<file path="src/rtl/ps2_key_rx.sv">
// Host-side PS/2 keyboard receiver: synchronise, de-glitch, deframe and decode prefixes into a toggle-event word.
// Build option: PS2_KEY_RX_PARITY_EN rejects frames whose odd parity check fails.
module ps2_key_rx #(
   parameter int SYNC_STAGES = 2,
   parameter int FILT        = 8,
   parameter int TIMEOUT     = 4000,
   parameter int TW          = 12
) (
   input  logic        clk,
   input  logic        rst,
   input  logic        ps2_clk,
   input  logic        ps2_dat,
   output logic [10:0] ps2_key,
   output logic        frame_err,
   output logic        busy
);

   // state    | meaning
   // S_IDLE   | waiting for a start bit (data low on a filtered falling edge)
   // S_DATA   | shifting in 8 data bits, LSB first
   // S_PARITY | capturing the parity bit
   // S_STOP   | checking the stop bit, then accepting or discarding the byte
   typedef enum logic [1:0] {
      S_IDLE,
      S_DATA,
      S_PARITY,
      S_STOP
   } state_t;

   localparam int            FW        = $clog2(FILT + 1);
   localparam logic [FW-1:0] FILT_LAST = FW'(FILT - 1);
   localparam logic [TW-1:0] TO_LAST   = TW'(TIMEOUT - 1);

   logic [SYNC_STAGES-1:0] clk_sync;
   logic [SYNC_STAGES-1:0] dat_sync;
   logic                   sclk;
   logic                   sdat;

   always_ff @(posedge clk or posedge rst) begin
      if (rst) begin
         clk_sync <= '1;
         dat_sync <= '1;
      end else begin
         clk_sync <= {clk_sync[SYNC_STAGES-2:0], ps2_clk};
         dat_sync <= {dat_sync[SYNC_STAGES-2:0], ps2_dat};
      end
   end

   assign sclk = clk_sync[SYNC_STAGES-1];
   assign sdat = dat_sync[SYNC_STAGES-1];

   logic [FW-1:0] filt_cnt;
   logic          filt_clk;
   logic          filt_prev;
   logic          fall;

   // The filtered clock only follows after FILT consecutive differing samples.
   always_ff @(posedge clk or posedge rst) begin
      if (rst) begin
         filt_cnt  <= '0;
         filt_clk  <= 1'b1;
         filt_prev <= 1'b1;
      end else begin
         filt_prev <= filt_clk;
         if (sclk != filt_clk) begin
            if (filt_cnt == FILT_LAST) begin
               filt_clk <= sclk;
               filt_cnt <= '0;
            end else begin
               filt_cnt <= filt_cnt + 1'b1;
            end
         end else begin
            filt_cnt <= '0;
         end
      end
   end

   assign fall = filt_prev & ~filt_clk;

   state_t        state;
   logic [2:0]    bit_cnt;
   logic [7:0]    shreg;
   logic          par_bit;
   logic          ext;
   logic          brk;
   logic [TW-1:0] to_cnt;
   logic          timeout_hit;
   logic          par_odd;
   logic          par_ok;

   assign par_odd = ^{shreg, par_bit};
`ifdef PS2_KEY_RX_PARITY_EN
   assign par_ok = par_odd;
`else
   // Parity is still captured so the frame shape is checked, but it never blocks acceptance.
   assign par_ok = par_odd | 1'b1;
`endif

   assign timeout_hit = (state != S_IDLE) && !fall && (to_cnt == TO_LAST);
   assign busy        = (state != S_IDLE);

   function automatic logic is_ctrl(input logic [7:0] c);
      case (c)
         8'h00, 8'hAA, 8'hEE, 8'hFA, 8'hFE, 8'hFF: is_ctrl = 1'b1;
         default:                                  is_ctrl = 1'b0;
      endcase
   endfunction

   always_ff @(posedge clk or posedge rst) begin
      if (rst) begin
         state     <= S_IDLE;
         bit_cnt   <= '0;
         shreg     <= '0;
         par_bit   <= 1'b0;
         ext       <= 1'b0;
         brk       <= 1'b0;
         to_cnt    <= '0;
         ps2_key   <= '0;
         frame_err <= 1'b0;
      end else begin
         frame_err <= 1'b0;

         if (state == S_IDLE || fall) begin
            to_cnt <= '0;
         end else if (to_cnt != '1) begin
            to_cnt <= to_cnt + 1'b1;
         end

         if (timeout_hit) begin
            state     <= S_IDLE;
            frame_err <= 1'b1;
            ext       <= 1'b0;
            brk       <= 1'b0;
         end else if (fall) begin
            case (state)
               S_IDLE: begin
                  if (!sdat) begin
                     state   <= S_DATA;
                     bit_cnt <= '0;
                  end
               end
               S_DATA: begin
                  shreg   <= {sdat, shreg[7:1]};
                  bit_cnt <= bit_cnt + 1'b1;
                  if (bit_cnt == 3'd7) begin
                     state <= S_PARITY;
                  end
               end
               S_PARITY: begin
                  par_bit <= sdat;
                  state   <= S_STOP;
               end
               S_STOP: begin
                  state <= S_IDLE;
                  if (!sdat || !par_ok) begin
                     frame_err <= 1'b1;
                     ext       <= 1'b0;
                     brk       <= 1'b0;
                  end else if (shreg == 8'hE0 || shreg == 8'hE1) begin
                     ext <= 1'b1;
                  end else if (shreg == 8'hF0) begin
                     brk <= 1'b1;
                  end else if (!is_ctrl(shreg)) begin
                     ps2_key <= {~ps2_key[10], ~brk, ext, shreg};
                     ext     <= 1'b0;
                     brk     <= 1'b0;
                  end
               end
               default: state <= S_IDLE;
            endcase
         end
      end
   end

endmodule
</file>
<file path="config.mk">
export PLATFORM = sky130hd
export DESIGN_NAME = ps2_key_rx
export DESIGN_NICKNAME = d
export VERILOG_FILES = /design/src/rtl/ps2_key_rx.sv
export SDC_FILE = /design/constraint.sdc
export NUM_CORES = 1
export LEC_CHECK = 0
export ABC_AREA = 1
export CAP_MARGIN = 20
export CORE_ASPECT_RATIO = 1.1
export CORE_MARGIN = 5
export CORE_UTILIZATION = 45
export DETAILED_ROUTE_END_ITERATION = 12
export GPL_ROUTABILITY_DRIVEN = 1
export PLACE_DENSITY = 0.66
export SYNTH_ARGS = -nofsm -noshare
export SYNTH_HDL_FRONTEND = slang
export SYNTH_SLANG_ARGS = --single-unit
</file>
<file path="constraint.sdc">
create_clock -name clk -period 1.5 [get_ports clk]
set_input_delay 0.225 -clock clk [delete_from_list [all_inputs] [get_ports clk]]
set_output_delay 0.225 -clock clk [all_outputs]
set_load 0.005 [all_outputs]
</file>
==> impl_results.md <==
* Cts hold-fix bufs at 0
* Post-synth EDFFs at 0
* Buffers on Ports at 16
* WS Path Type: register to register
* Vias per inst at 4.77
* Setup violators final at 0
* Post-DRT Antenna Nets at 0
* Synth Instances at 291
* Residual DRC at 0
* # rows at 28
* Clock-pin slew on the worst setup and hold paths at 0.09 ns
* Largest net degree at the start of global routing at 50
* Worst slew pin tran at 0.264 ns
* Worst Setup SP: filt_prev
* Power Dens Cells at 1310 nW/um^2
* H-tree depth at 2
* FF-to-FF Start: filt_prev
* Initial DRC Count at 105
* Synth unique cells at 31
* FF-to-FF setup slack at 0.02 ns
* Final Net Count at 352
* Antenna violations before repair at 0
* WL final at 4.72 mm
* Multi-input logic area at 1190 sq um
* R2R depth at 8
* Die X at 80.3 microns
* Worst Path Required at 1.75 ns
* CTS max path bufs at 2
* Leak at 1.55 nW
* Worst skew pair latency at 0.30 ns
* P&R area growth vs syn at 30.6%
* Dominant synthesized flop cell: dfrtp_1
* # diodes at 0
* Gpl congestion at 0.771
* CP Cell Sequence: nand2_4, nor2_4, nand2_2, nor3_4, buf_6, buf_6, nand3b_1, nand2_1
* Peak supply drop at 0.972 mV
* Mapped Area at 2450 sq um
* Most used cell, CP: buf_6
* RSZ-0062 raised after global routing: yes
* CP Max Fanout at 6
* Final Skew at 0.00532 ns
* Share of the synthesized area in the top cell type at 44.0%
* Worst EP arrival at 1.73 ns
* Core ar. at 5330 sq um
* FFs w/ async S/R, synth at 100%
* FF/Latch Area at 1240 sq um
* Max-slew violations at 0
* Syn Nets at 304
* Post-synthesis sequential area ratio at 50.4%
* Reg-to-reg endpoint: ps2_key[9]
* IO Pins at 17
* Die height at 87.3 microns
* Crit start category: register
* Hold Fails Final Rpt at 0
* CTS tree: yes
* MaxCap Viol Count at 0
* CTS root buf: clkbuf_8
* Layout cell share with drive strength beyond 1 at 30.0%
* Slowest cell on crit path: dfstp_2
* Final Cycle Share at 98.9%
* Max Freq at 674 MHz
* Number of global-route vias before repair at 1771
* Flops & latches, synth at 49
* FILL cells at 500
* # placed instances at 394
* Max incr delay on CP at 0.56 ns
* Total CTS buffers at 5
* CP Capture Type: register
* Drt wl/cell at 11.4 microns
* Detailed placer's ending HPWL at 3.13 mm
* Clock Sinks at 49
* Total vias in the final route at 1980
* Global Route Usage Sum at 13.9%
* Syn_area_per_cell at 8.41 sq um
* Dominant cell type by area after synthesis: dfrtp_1
* Finished Layout Cells at 415
* First-pass GRT wire length at 7.83 mm
* Grt ovf at 0
* Status: finished, final reports clean
* Slew headroom at 82.4%
* Total die area at 7020 sq um
* Top cells by area, synth: dfrtp_1 (44%), nand2_1 (12%), dfstp_2 (6.4%)
* First-pass DRT Iterations at 4
* Initial Utilization at 46.0%
* Synth warn at 0
* Total power at 0.00418 W
* Worst hold path type: primary input to asynchronous set/reset pin
* Period minus WS final at 1.48 ns
critical path: cells and delay by family, from the launching register on:
kind / cells / cell delay [ns]
buf+inv: 2 / 0.28
flops: 1 / 0.56
simple gates: 6 / 0.59
cells in the final DEF, fill, tap and decap left out, types with 2 or more instances in the layout:
master,synthesis,layout
nand2_2,8,11
nand2_4,1,4
clkdlybuf4s50_1,0,15
or2_2,2,2
dfrtp_1,43,40
xor2_1,3,3
o21ai_1,3,6
nand2_1,75,70
o21ai_0,23,18
buf_6,2,5
inv_2,4,10
o21ai_2,0,2
a32o_1,2,2
dfstp_2,6,6
nand3b_1,2,2
nor2_1,23,17
a21oi_1,6,5
nand3_1,28,22
inv_1,34,26
clkbuf_8,0,6
nor2_4,2,5
ha_4,0,3
ha_1,9,5
buf_12,0,2
nand3_2,1,7
dfrtp_2,0,3
nor2_2,3,6
nor3_1,2,2
buf_4,1,21
cell usage after synthesis (3+ instances only):
cell type / instances
nand2_1: 75
dfrtp_1: 43
inv_1: 34
nand3_1: 28
nor2_1: 23
o21ai_0: 23
ha_1: 9
nand2_2: 8
a21oi_1: 6
dfstp_2: 6
inv_2: 4
nor2_2: 3
o21ai_1: 3
xor2_1: 3
state kept, by name, summed over array words and instances, names as in the netlist:
register	count
dat_sync	2
bit_cnt	3
brk	1
filt_prev	1
ext	1
ps2_key	11
clk_sync	2
frame_err	1
filt_cnt	4
shreg	8
to_cnt	12
state	2
filt_clk	1
layout make-up:
cell class              count  share of cell area, %
flip-flops and latches     49                   38.7
multi-input cells         201                   37.1
repair buffers             44                   12.8
inverters                  38                   4.70
well taps                  75                   2.94
clock buffers               6                   2.58
clock inverters             2                   1.17
repair_timing:
action	in CTS	in global routing
pin swaps	2	21
cloned	0	2
gates resized for setup	10	51
buffers inserted	3	8
endpoints found under the setup margin	8	30
kinds of logic (layout without fill, tap and decap cells):
kind of cell / Yosys count / in the layout / share of synthesized area, %
XOR/XNOR: 3 / 3 / 1.07
buffers and inverters: 42 / 90 / 7.26
adder cells (fa/ha/maj): 9 / 9 / 4.60
AND/OR/NAND/NOR: 150 / 151 / 28.1
flip-flops: 49 / 49 / 50.4
AO/OA/AOI/OAI: 38 / 38 / 8.54
report_power, final:
part	internal (W)	switching, W
Clock	0.000542	0.000440
Combinational	0.000706	0.000843
Sequential	0.00151	0.000139
Total	0.00275	0.00142
worst max-delay path by stage:
stage               cells past startpoint    endpoint
finish                                  8  ps2_key[9]
global route                           10  ps2_key[9]
CTS                                     9    state[1]
detailed placement                     10    state[1]
global placement                       12         brk
floorplan                              12         brk
metrics by stage:
step / TNS [ns] / cell area, sq um / hold WS, ns / setup slack, ns / utilization [%]
2_1_floorplan: 0 / 2450 / 0.229 / 0.0276 / -
3_3_place_gp: 0 / 2810 / 0.346 / 0.000727 / 52.8
3_5_place_dp: -0.124 / 2810 / 0.347 / -0.0537 / 52.8
4_1_cts: 0 / 2980 / 0.284 / 0.0000648 / 56.0
5_1_grt: -1.04 / 3200 / 0.316 / -0.0815 / 60.0
6_report: 0 / 3200 / 0.262 / 0.0162 / 60.0
metal layers:
| metal | up-vias | GRT usage (%) | part of all wire [%] |
|---|---|---|---|
| met4 | 0 | 4.30 | 1.0 |
| li1 | 1020 | - | - |
| met3 | 5 | 3.42 | 3.3 |
| met5 | - | 0 | 0 |
| met2 | 25 | 21.2 | 48 |
| met1 | 930 | 19.7 | 48 |
No activity file was read; power rests on OpenSTA's default activity.
